[config.mk]
export PLATFORM = sky130hd
export DESIGN_NAME = mmio_bus_flat
export DESIGN_NICKNAME = d
export VERILOG_FILES = /design/src/rtl/mmio_bus_pkg.sv /design/src/rtl/mmio_bus_if.sv /design/src/rtl/mmio_decode.sv /design/src/rtl/mmio_bus.sv /design/src/flat_wrapper.sv
export SDC_FILE = /design/constraint.sdc
export NUM_CORES = 1
export LEC_CHECK = 0
export BUFFER_PORTS_ARGS = -buffer_cell sky130_fd_sc_hd__buf_2
export CAP_MARGIN = 10
export CORE_AREA = 2 2 137 139
export CTS_CLUSTER_SIZE = 20
export DETAILED_ROUTE_END_ITERATION = 6
export DIE_AREA = 0 0 139 141
export GPL_TIMING_DRIVEN = 0
export SLEW_MARGIN = 20
export SYNTH_ARGS = -nofsm -noshare
export SYNTH_HDL_FRONTEND = slang
export SYNTH_SLANG_ARGS = --single-unit
[constraint.sdc]
create_clock -name clk -period 3.16 [get_ports clk]
set_clock_uncertainty 0.1 [all_clocks]
set_input_delay 0.632 -clock clk [delete_from_list [all_inputs] [get_ports clk]]
set_output_delay 0.632 -clock clk [all_outputs]
set_load 0.1 [all_outputs]
[src/rtl/mmio_bus_pkg.sv]
// Shared types and constants for the MMIO bus: FSM states, error cause codes,
// default error read data and the slave-index width helper.
package mmio_bus_pkg;

  typedef enum logic [1:0] {
    ST_IDLE   = 2'b00,
    ST_ACTIVE = 2'b01,
    ST_ERR    = 2'b10
  } state_t;

  typedef enum logic [1:0] {
    CAUSE_NONE    = 2'b00,
    CAUSE_DECODE  = 2'b01,
    CAUSE_TIMEOUT = 2'b10
  } err_cause_t;

  localparam logic [31:0] DEFAULT_ERR_RDATA = 32'hDEAD_BEEF;

  function automatic int idx_width(input int n);
    return (n > 1) ? $clog2(n) : 1;
  endfunction

endpackage

[src/rtl/mmio_bus_if.sv]
// Master-side request/response, per-slave fan-out and error reporting signals
// of the MMIO bus, grouped so the bus and its agents share one bundle.
interface mmio_bus_if #(
  parameter int N_SLAVES = 4
);
  logic                    m_valid;
  logic                    m_ready;
  logic [31:0]             m_addr;
  logic [31:0]             m_wdata;
  logic [3:0]              m_wstrb;
  logic [31:0]             m_rdata;
  logic [N_SLAVES-1:0]     s_valid;
  logic [N_SLAVES-1:0]     s_ready;
  logic [31:0]             s_addr;
  logic [31:0]             s_wdata;
  logic [4*N_SLAVES-1:0]   s_wstrb;
  logic [32*N_SLAVES-1:0]  s_rdata;
  logic                    err_irq;
  logic [31:0]             err_addr;
  logic [1:0]              err_cause;

  // The bus itself is the slave of the CPU-side master and drives the slave fan-out.
  modport slave (
    input  m_valid, m_addr, m_wdata, m_wstrb, s_ready, s_rdata,
    output m_ready, m_rdata, s_valid, s_addr, s_wdata, s_wstrb,
           err_irq, err_addr, err_cause
  );

  modport master (
    output m_valid, m_addr, m_wdata, m_wstrb, s_ready, s_rdata,
    input  m_ready, m_rdata, s_valid, s_addr, s_wdata, s_wstrb,
           err_irq, err_addr, err_cause
  );
endinterface

[src/rtl/mmio_decode.sv]
// Address decoder: per-slave base/mask compare with lowest-index priority.
module mmio_decode
  import mmio_bus_pkg::*;
#(
  parameter int                     N_SLAVES   = 4,
  parameter logic [32*N_SLAVES-1:0] SLAVE_BASE = '0,
  parameter logic [32*N_SLAVES-1:0] SLAVE_MASK = '0,
  parameter int                     IDX_W      = idx_width(N_SLAVES)
) (
  input  logic [31:0]      addr,
  output logic             hit,
  output logic [IDX_W-1:0] idx
);

  // Scan downwards so the last match written is the lowest index.
  always_comb begin
    hit = 1'b0;
    idx = '0;
    for (int i = N_SLAVES - 1; i >= 0; i--) begin
      if ((addr & SLAVE_MASK[i*32 +: 32]) == SLAVE_BASE[i*32 +: 32]) begin
        hit = 1'b1;
        idx = IDX_W'(i);
      end
    end
  end

endmodule

[src/rtl/mmio_bus.sv]
// Single-master MMIO interconnect: decodes the address, forwards the request to
// one slave, and answers decode misses and slave timeouts with an error cycle.
module mmio_bus
  import mmio_bus_pkg::*;
#(
  parameter int                     N_SLAVES   = 4,
  parameter logic [32*N_SLAVES-1:0] SLAVE_BASE = {32'h0400_0000, 32'h0300_0000,
                                                  32'h0200_0000, 32'h0000_0000},
  parameter logic [32*N_SLAVES-1:0] SLAVE_MASK = {32'hFF00_0000, 32'hFF00_0000,
                                                  32'hFF00_0000, 32'hFFFF_C000},
  parameter int                     TIMEOUT    = 255,
  parameter logic [31:0]            ERR_RDATA  = DEFAULT_ERR_RDATA
) (
  input  logic      clk,
  input  logic      resetn,
  mmio_bus_if.slave bus
);

  localparam int IDX_W = idx_width(N_SLAVES);

  state_t                state, state_nxt;
  logic [IDX_W-1:0]      idx, hit_idx;
  logic                  hit;
  logic [15:0]           timer, timer_nxt;
  logic [16:0]           timer_inc;
  logic                  raise_err;
  err_cause_t            cause_nxt, err_cause;
  logic [31:0]           err_addr;
  logic                  sel_ready;
  logic [N_SLAVES-1:0]   s_valid;
  logic [4*N_SLAVES-1:0] s_wstrb;
  logic                  m_ready;
  logic [31:0]           m_rdata;
  logic                  err_irq;

  mmio_decode #(
    .N_SLAVES   (N_SLAVES),
    .SLAVE_BASE (SLAVE_BASE),
    .SLAVE_MASK (SLAVE_MASK),
    .IDX_W      (IDX_W)
  ) u_decode (
    .addr (bus.m_addr),
    .hit  (hit),
    .idx  (hit_idx)
  );

  assign sel_ready = bus.s_ready[idx];
  assign timer_inc = {1'b0, timer} + 17'd1;

  always_ff @(posedge clk or negedge resetn) begin
    if (!resetn) begin
      state     <= ST_IDLE;
      idx       <= '0;
      timer     <= '0;
      err_addr  <= '0;
      err_cause <= CAUSE_NONE;
    end else begin
      state <= state_nxt;
      timer <= timer_nxt;
      if (state == ST_IDLE && bus.m_valid && hit) idx <= hit_idx;
      // Error registers already hold the new record during the error cycle.
      if (raise_err) begin
        err_addr  <= bus.m_addr;
        err_cause <= cause_nxt;
      end
    end
  end

  always_comb begin
    state_nxt = state;
    timer_nxt = timer;
    raise_err = 1'b0;
    cause_nxt = CAUSE_NONE;
    case (state)
      ST_IDLE: begin
        if (bus.m_valid) begin
          if (hit) begin
            state_nxt = ST_ACTIVE;
            timer_nxt = '0;
          end else begin
            state_nxt = ST_ERR;
            raise_err = 1'b1;
            cause_nxt = CAUSE_DECODE;
          end
        end
      end
      ST_ACTIVE: begin
        // A slave answer in the timeout cycle still counts as a normal completion.
        if (sel_ready || !bus.m_valid) begin
          state_nxt = ST_IDLE;
        end else if (timer_inc == 17'(TIMEOUT)) begin
          state_nxt = ST_ERR;
          raise_err = 1'b1;
          cause_nxt = CAUSE_TIMEOUT;
        end else begin
          timer_nxt = timer_inc[15:0];
        end
      end
      default: state_nxt = ST_IDLE;
    endcase
  end

  always_comb begin
    s_valid = '0;
    s_wstrb = '0;
    m_ready = 1'b0;
    m_rdata = '0;
    err_irq = 1'b0;
    case (state)
      ST_ACTIVE: begin
        s_valid[idx]               = bus.m_valid;
        s_wstrb[int'(idx)*4 +: 4]  = bus.m_wstrb;
        m_ready                    = sel_ready;
        if (sel_ready) m_rdata     = bus.s_rdata[int'(idx)*32 +: 32];
      end
      ST_ERR: begin
        m_ready = 1'b1;
        m_rdata = ERR_RDATA;
        err_irq = 1'b1;
      end
      default: ;
    endcase
  end

  assign bus.s_valid   = s_valid;
  assign bus.s_wstrb   = s_wstrb;
  assign bus.s_addr    = bus.m_addr;
  assign bus.s_wdata   = bus.m_wdata;
  assign bus.m_ready   = m_ready;
  assign bus.m_rdata   = m_rdata;
  assign bus.err_irq   = err_irq;
  assign bus.err_addr  = err_addr;
  assign bus.err_cause = err_cause;

endmodule

[src/flat_wrapper.sv]
// flat-port wrapper written by rule: the top's interface ports become plain ports
module mmio_bus_flat import mmio_bus_pkg::*;
#(
  parameter int                     N_SLAVES   = 4,
  parameter logic [32*N_SLAVES-1:0] SLAVE_BASE = {32'h0400_0000, 32'h0300_0000,
                                                  32'h0200_0000, 32'h0000_0000},
  parameter logic [32*N_SLAVES-1:0] SLAVE_MASK = {32'hFF00_0000, 32'hFF00_0000,
                                                  32'hFF00_0000, 32'hFFFF_C000},
  parameter int                     TIMEOUT    = 255,
  parameter logic [31:0]            ERR_RDATA  = DEFAULT_ERR_RDATA
)
  (clk, resetn, bus_m_valid, bus_m_addr, bus_m_wdata, bus_m_wstrb, bus_s_ready, bus_s_rdata, bus_m_ready, bus_m_rdata, bus_s_valid, bus_s_addr, bus_s_wdata, bus_s_wstrb, bus_err_irq, bus_err_addr, bus_err_cause);
  mmio_bus_if #(.N_SLAVES(N_SLAVES)) bus_i ();
  input  logic clk;
  input  logic resetn;
  input wire logic [$bits(bus_i.m_valid)-1:0] bus_m_valid;
  input wire logic [$bits(bus_i.m_addr)-1:0] bus_m_addr;
  input wire logic [$bits(bus_i.m_wdata)-1:0] bus_m_wdata;
  input wire logic [$bits(bus_i.m_wstrb)-1:0] bus_m_wstrb;
  input wire logic [$bits(bus_i.s_ready)-1:0] bus_s_ready;
  input wire logic [$bits(bus_i.s_rdata)-1:0] bus_s_rdata;
  output wire logic [$bits(bus_i.m_ready)-1:0] bus_m_ready;
  output wire logic [$bits(bus_i.m_rdata)-1:0] bus_m_rdata;
  output wire logic [$bits(bus_i.s_valid)-1:0] bus_s_valid;
  output wire logic [$bits(bus_i.s_addr)-1:0] bus_s_addr;
  output wire logic [$bits(bus_i.s_wdata)-1:0] bus_s_wdata;
  output wire logic [$bits(bus_i.s_wstrb)-1:0] bus_s_wstrb;
  output wire logic [$bits(bus_i.err_irq)-1:0] bus_err_irq;
  output wire logic [$bits(bus_i.err_addr)-1:0] bus_err_addr;
  output wire logic [$bits(bus_i.err_cause)-1:0] bus_err_cause;
  assign bus_i.m_valid = bus_m_valid;
  assign bus_i.m_addr = bus_m_addr;
  assign bus_i.m_wdata = bus_m_wdata;
  assign bus_i.m_wstrb = bus_m_wstrb;
  assign bus_i.s_ready = bus_s_ready;
  assign bus_i.s_rdata = bus_s_rdata;
  assign bus_m_ready = bus_i.m_ready;
  assign bus_m_rdata = bus_i.m_rdata;
  assign bus_s_valid = bus_i.s_valid;
  assign bus_s_addr = bus_i.s_addr;
  assign bus_s_wdata = bus_i.s_wdata;
  assign bus_s_wstrb = bus_i.s_wstrb;
  assign bus_err_irq = bus_i.err_irq;
  assign bus_err_addr = bus_i.err_addr;
  assign bus_err_cause = bus_i.err_cause;
  mmio_bus #(.N_SLAVES(N_SLAVES), .SLAVE_BASE(SLAVE_BASE), .SLAVE_MASK(SLAVE_MASK), .TIMEOUT(TIMEOUT), .ERR_RDATA(ERR_RDATA)) u_core (.clk(clk), .resetn(resetn), .bus(bus_i));
endmodule
==> impl_metrics.toml, run 1 <==
[logic_synthesis]
synthMuxAreaShare_pct = 24.27
synthTopCellsByArea = "dfrtp_1 29%, mux4_2 16%, buf_4 11%, mux2_2 7.9%, nor2_1 6.1%"
yosys_warnings = 0
synth_top_family_by_area = "multiplexers"
synth-main-ff-cell = "dfrtp_1"
synth_commonest_cells = "77 x nor2_1, 71 x buf_4, 54 x dfrtp_1, 33 x mux2_2, 33 x mux4_2"
synth_compound_area_share_pct = 8.824
synth_most_common_cell = "nor2_1"
postSynthCellCount = 483
ys_seq_elements = 54
synth_xor_area_share_pct = 1.696
syn-cell-area_sq_um = 4722
synth-simple-area-share_pct = 19.29
synth-adder-area-share_pct = 2.650
ys_async_sr_fraction_pct = 100.0
yosysSeqAreaShare_pct = 28.62
synth_top_area_share_pct = 28.62
synth_edf_count = 0
syn_area_per_cell_sq_um = 9.776
yosys.area.top_type = "dfrtp_1"
syn_nets = 696
yosys.cell_types.count = 61

[setup_path]
arrival_ps = 2340
worstPathRequired_ps = 2430
timing.rr.start = "u_core.timer[1]$_DFFE_PN0P_"
reg2reg_to = "u_core.timer[8]$_DFFE_PN0P_"
worst_setup_path_start_kind = "flop"
rr_worst_depth = 8
rrSetupSlack_ps = 260
end_kind = "primary output"
cp_max_fo = 8
critPathKind = "flop to primary output"

[sta]
setup_viol = 0
relSlewSlack_pct = 53.80
rsz0062_at_grt = "true"
whs_ps = 278.4
fin_crit_ps = 3074
hold_viol = 0
fin_crit_sh_pct = 97.29
max_freq_ghz = 0.3253
worstMarginPinSlew_ps = 692.9
fin_ws_ps = 85.71
slew_violations = 0

[detailed_routing]
vias_per_cell = 4.683
drt-pass1-iter-count = 4
remaining_drc_errors = 0
vias = 4936
wl_um = 16090
drt_iter0_drc = 202
ant_nets = 0
post_drt_wl_per_cell_um = 15.27

[floorplanning]
dieArea_sq_um = 19600
die_y_um = 141
die_x_um = 139
io_pins = 355
start_util_pct = 25.85
fp.coreArea_sq_um = 18270
rows = 50

[layout]
multi_input_area_sq_um = 2934
drive_gt1_share_pct = 66.71
seqCellArea_sq_um = 1353
fin_util_pct = 40.83
nNetsFinal = 1032
final_area_sq_um = 7458
area_growth_pct = 57.95
fillers = 1842
antenna_cells = 0

[status]
outcome = "completed"

[place]
dpl.hpwl_um = 13050
gp_congestion = 0.8259
io_buffers = 320
dp_slack_ps = -424.1
dpl-instance-area_sq_um = 6897

[global_routing]
grt_usage_pct = 15.53
grt_pass1_vias = 4697
grt-ovfl-total = 0
antenna_found_initial = 0
grt_pass1_wl_um = 24690
grt_max_degree = 55

[clock_tree]
cts_root_buf = "clkbuf_16"
cts-buffers-inserted = 5
clk_pin_slew_ps = 70
cts.htree.levels = 2
clock_latency_ps = 300
cts_max_path_buffers = 2
clkSinkCount = 54
cts_tree = "built"

[pwr]
ir_drop_mv = 1.229
powerDensity_nw_per_um2 = 908.1
leakagePower_nw = 3.658

[job]
maxCapViolCount = 0

[min_path]
hp-class = "input port to asynchronous set/reset pin"
## worst max path at each step
stage	startpoint	endpoint	slack, ps	cells after the start
floorplan	u_core.idx[0]$_DFFE_PN0P_	bus_s_wstrb[10]	-20	6
global placement	bus_s_ready[0]	bus_m_rdata[0]	-420	8
detailed placement	bus_s_ready[3]	bus_m_rdata[0]	-420	8
CTS	u_core.idx[0]$_DFFE_PN0P_	bus_s_wstrb[0]	10	9
global route	u_core.idx[0]$_DFFE_PN0P_	bus_s_wstrb[6]	-50	8
finish	u_core.idx[0]$_DFFE_PN0P_	bus_m_rdata[12]	90	7
## critical path, cell delays in order (launching register included)
cell and delay, ps:
dfrtp_2 420, mux4_2 550, and2_2 280, o21ai_4 180
buf_12 140, clkbuf_8 190, nor2_4 50, buf_4 230
## per-layer routing
metal | track usage (%) | part of all wire (%)
met4 | 3.987 | 1.4
met3 | 3.363 | 7.7
met2 | 27.85 | 50
met5 | 0 | 0
met1 | 18.98 | 41
## kinds of logic (layout without fill, tap and decap cells)
logic type	after synthesis	count (layout)
simple gates	178	178
flops	54	54
xor+xnor	7	7
buf+inv	111	448
compound gates	54	54
fa+ha+maj	10	10
mux	69	69
## report_power, final
group	total [mW]	switching, mW	internal (mW)
Combinational	4.99	3.82	1.17
Sequential	1.06	0.130	0.925
Clock	0.730	0.254	0.476
## registers in the layout, indices dropped and copies added (netlist names)
name                  cells
u_core.bus.err_cause      2
u_core.timer             16
u_core.state              2
u_core.bus.err_addr      32
u_core.idx                2
## repair_timing
action	4_1_cts	5_1_grt
resized for setup	61	31
hold buffers	0	0
gates cloned	2	0
setup buffers	5	3
pin swaps	2	0
setup endpoints to repair	48	39
## cells in the final DEF, fill, tap and decap left out, types with 4 or more instances in the layout
cell,n
buf_2,285
buf_4,107
dfrtp_1,53
nor2_1,44
mux4_2,33
mux2_2,33
nor2_4,22
nand2_1,19
and3_1,15
inv_1,14
nor2_2,12
nor3_1,11
a21oi_1,10
nand4_1,9
ha_1,9
clkbuf_1,8
clkbuf_16,7
and2_1,7
buf_8,6
buf_12,6
nand3_1,6
xnor2_1,6
o21ai_0,6
nor4_1,5
a21o_1,5
a221o_1,5
clkbuf_2,4
nor3_4,4
nand2b_1,4
buf_6,4
## final cells by class
| type | instances | share of cell area, % |
|---|---|---|
| buffer | 94 | 9.428 |
| clock buffer | 6 | 1.862 |
| clock inverter | 2 | 0.8052 |
| inverter | 16 | 0.9059 |
| multi-input combinational | 318 | 39.34 |
| sequential | 54 | 18.13 |
| tap | 234 | 3.926 |
| timing repair buffer | 330 | 25.60 |
## stage by stage
stage	total power [mW]	std cells	setup TNS (ps)
2_1_floorplan	5.118	483	-19.28
3_3_place_gp	5.828	1037	-7246
5_1_grt	7.024	1054	-269.7
4_1_cts	6.799	1051	0
3_5_place_dp	5.850	1037	-7469
6_report	6.773	1054	0
No activity file was read; power rests on OpenSTA's default activity.
==> run 2, diff against run 1 <==
--- a/config.mk
+++ b/config.mk
@@ -7,12 +7,13 @@
 export LEC_CHECK = 0
 export BUFFER_PORTS_ARGS = -buffer_cell sky130_fd_sc_hd__buf_2
 export CAP_MARGIN = 10
-export CORE_AREA = 2 2 137 139
+export CORE_AREA = 2 2 136 138
 export CTS_CLUSTER_SIZE = 20
 export DETAILED_ROUTE_END_ITERATION = 6
-export DIE_AREA = 0 0 139 141
+export DIE_AREA = 0 0 138 140
 export GPL_TIMING_DRIVEN = 0
 export SLEW_MARGIN = 20
 export SYNTH_ARGS = -nofsm -noshare
 export SYNTH_HDL_FRONTEND = slang
+export SYNTH_HIERARCHICAL = 1
 export SYNTH_SLANG_ARGS = --single-unit
==> run 2 against run 1 <==
  * Area after synthesis fell by 0.69%
  * Sequential cell count unchanged
  * Routed wire length increased by 1.7%
  * Clock-buffer cell count is 1 lower
  * Design area down 4.3%
  * Critical path depth decreased by 1
  * Worst hold slack better by 3.7 ps
  * Die area decreased by 1.4%
  * Setup slack better by 27 ps
  * Sequential share of layout area grew 0.82 points
==> impl_metrics.toml, run 2 <==
[floorplanning]
start_util_pct = 26.38
fp.coreArea_sq_um = 17780
io_pins = 355
dieArea_sq_um = 19320
rows = 49
die_y_um = 140
die_x_um = 138

[global_routing]
antenna_found_initial = 0
grt_pass1_wl_um = 24870
grt_usage_pct = 15.96
grt-ovfl-total = 0
grt_max_degree = 55
grt_pass1_vias = 4656

[layout]
seqCellArea_sq_um = 1353
top_register = "u_core/bus.err_addr"
drive_gt1_share_pct = 68.64
fin_util_pct = 40.13
multi_input_area_sq_um = 2725
area_growth_pct = 52.13
mostFrequentLayoutCell = "buf_2"
antenna_cells = 0
nNetsFinal = 990
fillers = 1751
layout_common_cells = "283 x buf_2, 87 x buf_4, 53 x dfrtp_1"
final_area_sq_um = 7134
largest_reg_flops = 32
largestRegisters = "u_core/bus.err_addr x32, u_core/timer x16"

[logic_synthesis]
yosys_warnings = 6
synthTopCellsByArea = "dfrtp_1 29%, mux4_2 16%, buf_4 10%, mux2_4 9.6%, ha_1 2.7%"
postSynthCellCount = 448
synth-simple-area-share_pct = 14.41
synth_compound_area_share_pct = 9.258
yosys.cell_types.count = 54
synth_top_family_by_area = "multiplexers"
syn_area_per_cell_sq_um = 10.47
synth-main-ff-cell = "dfrtp_1"
ys_async_sr_fraction_pct = 100.0
syn-cell-area_sq_um = 4689
synth_top_area_share_pct = 28.82
synth_most_common_cell = "buf_4"
synth_edf_count = 0
synthMuxAreaShare_pct = 27.56
yosysSeqAreaShare_pct = 28.82
ys_seq_elements = 54
synth-adder-area-share_pct = 2.668
yosys.area.top_type = "dfrtp_1"
synth_commonest_cells = "64 x buf_4, 54 x dfrtp_1, 33 x mux4_2, 30 x inv_1, 30 x mux2_4"
syn_nets = 661
synth_xor_area_share_pct = 1.307

[job]
maxCapViolCount = 0

[clock_tree]
cts.htree.levels = 2
clock_latency_ps = 290
clk_pin_slew_ps = 70
hold_buffers = 0
cts_max_path_buffers = 2
cts_tree = "built"
cts_root_buf = "clkbuf_16"
clkSinkCount = 54
cts-buffers-inserted = 5

[sta]
fin_crit_ps = 3047
fin_crit_sh_pct = 96.43
slew_violations = 0
setup_viol = 0
hold_viol = 0
worstMarginPinSlew_ps = 685.1
relSlewSlack_pct = 54.33
fin_ws_ps = 112.7
max_freq_ghz = 0.3282

[pwr]
ir_drop_mv = 0.9110
total_power_mw = 6.399
leakagePower_nw = 3.598
powerDensity_nw_per_um2 = 897.0

[detailed_routing]
wl_um = 16370
vias_per_cell = 4.645
drt-pass1-iter-count = 4
post_drt_wl_per_cell_um = 16.26
drt_iter0_drc = 234
vias = 4678
ant_nets = 0
remaining_drc_errors = 0

[status]
outcome = "completed"

[setup_path]
max_stage_delay_ps = 430
rrSetupSlack_ps = 170
worst_setup_path_start_kind = "flop"
worst_path_max_delay_cell = "buf_2"
path_cells = "clkbuf_4, mux4_2, nand3_2, clkbuf_2, nor2b_2, buf_2"
critPathKind = "flop to primary output"
worstPathRequired_ps = 2430
arrival_ps = 2320
cp_max_fo = 10
rr_worst_depth = 10
end_kind = "primary output"

[place]
dpl.hpwl_um = 13500
gp_congestion = 0.8259
dpl-instance-area_sq_um = 6703
dp_slack_ps = -695.6
io_buffers = 321

[min_path]
hp-class = "input port to asynchronous set/reset pin"
[run 2: cell count changes in the layout (fill, tap and decap cells not counted), sizes merged, moves of 5 or more]
| cell | delta |
|---|---|
| and2 | +9 |
| and3 | -9 |
| nor2 | -51 |
| buf | -16 |
| nor2b | +12 |
| nor3 | -9 |
| o21ai | +16 |
| inv | +15 |
| a31oi | +12 |
| a21oi | -5 |
| nand2 | -6 |
[run 2: per-layer routing]
| layer | track usage [%] | share of wire, % | up-vias |
|---|---|---|---|
| met1 | 19.91 | 40 | 2206 |
| li1 | - | - | 2204 |
| met3 | 3.111 | 7.7 | 18 |
| met5 | 0 | 0 | - |
| met4 | 3.491 | 1.7 | 0 |
| met2 | 28.66 | 51 | 250 |
[run 2: cell families (layout without fill, tap and decap cells)]
family,Yosys count,count (layout)
adders and majority gates,10,10
AOI/OAI and AO/OA,65,65
and+or+nand+nor,120,120
xor gates and xnor gates,7,7
muxes,72,72
DFF,54,54
buffers and inverters,120,450
[run 2: stage by stage]
step / hold slack [ps] / cells / TNS [ps]
3_3_place_gp: 362.8 / 998 / -16590
6_report: 282.1 / 1007 / 0
4_1_cts: 306.6 / 1005 / 0
3_5_place_dp: 386.2 / 998 / -16880
5_1_grt: 338.7 / 1007 / -3.439
2_1_floorplan: 236.4 / 448 / -6788
[run 2: critical path, delay by kind of cell (launching register included)]
kind | cells | cell delay [ps]
buffers and inverters | 3 | 910
DFF | 1 | 400
and+or+nand+nor | 2 | 360
muxes | 1 | 340
[run 2: timing repair]
| item | CTS | global route |
|---|---|---|
| gates resized for setup | 70 | 24 |
| setup buffers | 0 | 3 |
| setup endpoints to repair | 52 | 78 |
[run 2: area by class of cell]
class                      count  share of cell area (%)
multi-input combinational    274                   38.20
clock inverter                 3                  0.5612
buffer                        88                   9.470
inverter                      30                   1.631
tap                          229                   4.016
clock buffer                   5                   1.754
sequential                    54                   18.96
timing repair buffer         324                   25.41
[run 2: power breakdown]
part | switching [mW] | internal [mW] | leakage [nW] | total, mW
Combinational | 3.68 | 1.01 | 2.87 | 4.68
Sequential | 0.156 | 0.929 | 0.646 | 1.08
Clock | 0.259 | 0.372 | 0.0836 | 0.631
Total | 4.09 | 2.31 | 3.60 | 6.40
[run 2: worst paths after layout]
check / from / endpoint
min in group clk: u_core/bus.err_cause[0]$_DFFE_PN0P_ / u_core/bus.err_cause[0]$_DFFE_PN0P_
max: u_core/idx[1]$_DFFE_PN0P_ / bus_m_rdata[24]
max in group asynchronous: resetn / u_core/idx[0]$_DFFE_PN0P_
min reg2reg: u_core/bus.err_cause[0]$_DFFE_PN0P_ / u_core/bus.err_cause[0]$_DFFE_PN0P_
min: resetn / u_core/bus.err_addr[4]$_DFFE_PN0P_
max reg2reg: u_core/timer[1]$_DFFE_PN0P_ / u_core/bus.err_addr[11]$_DFFE_PN0P_
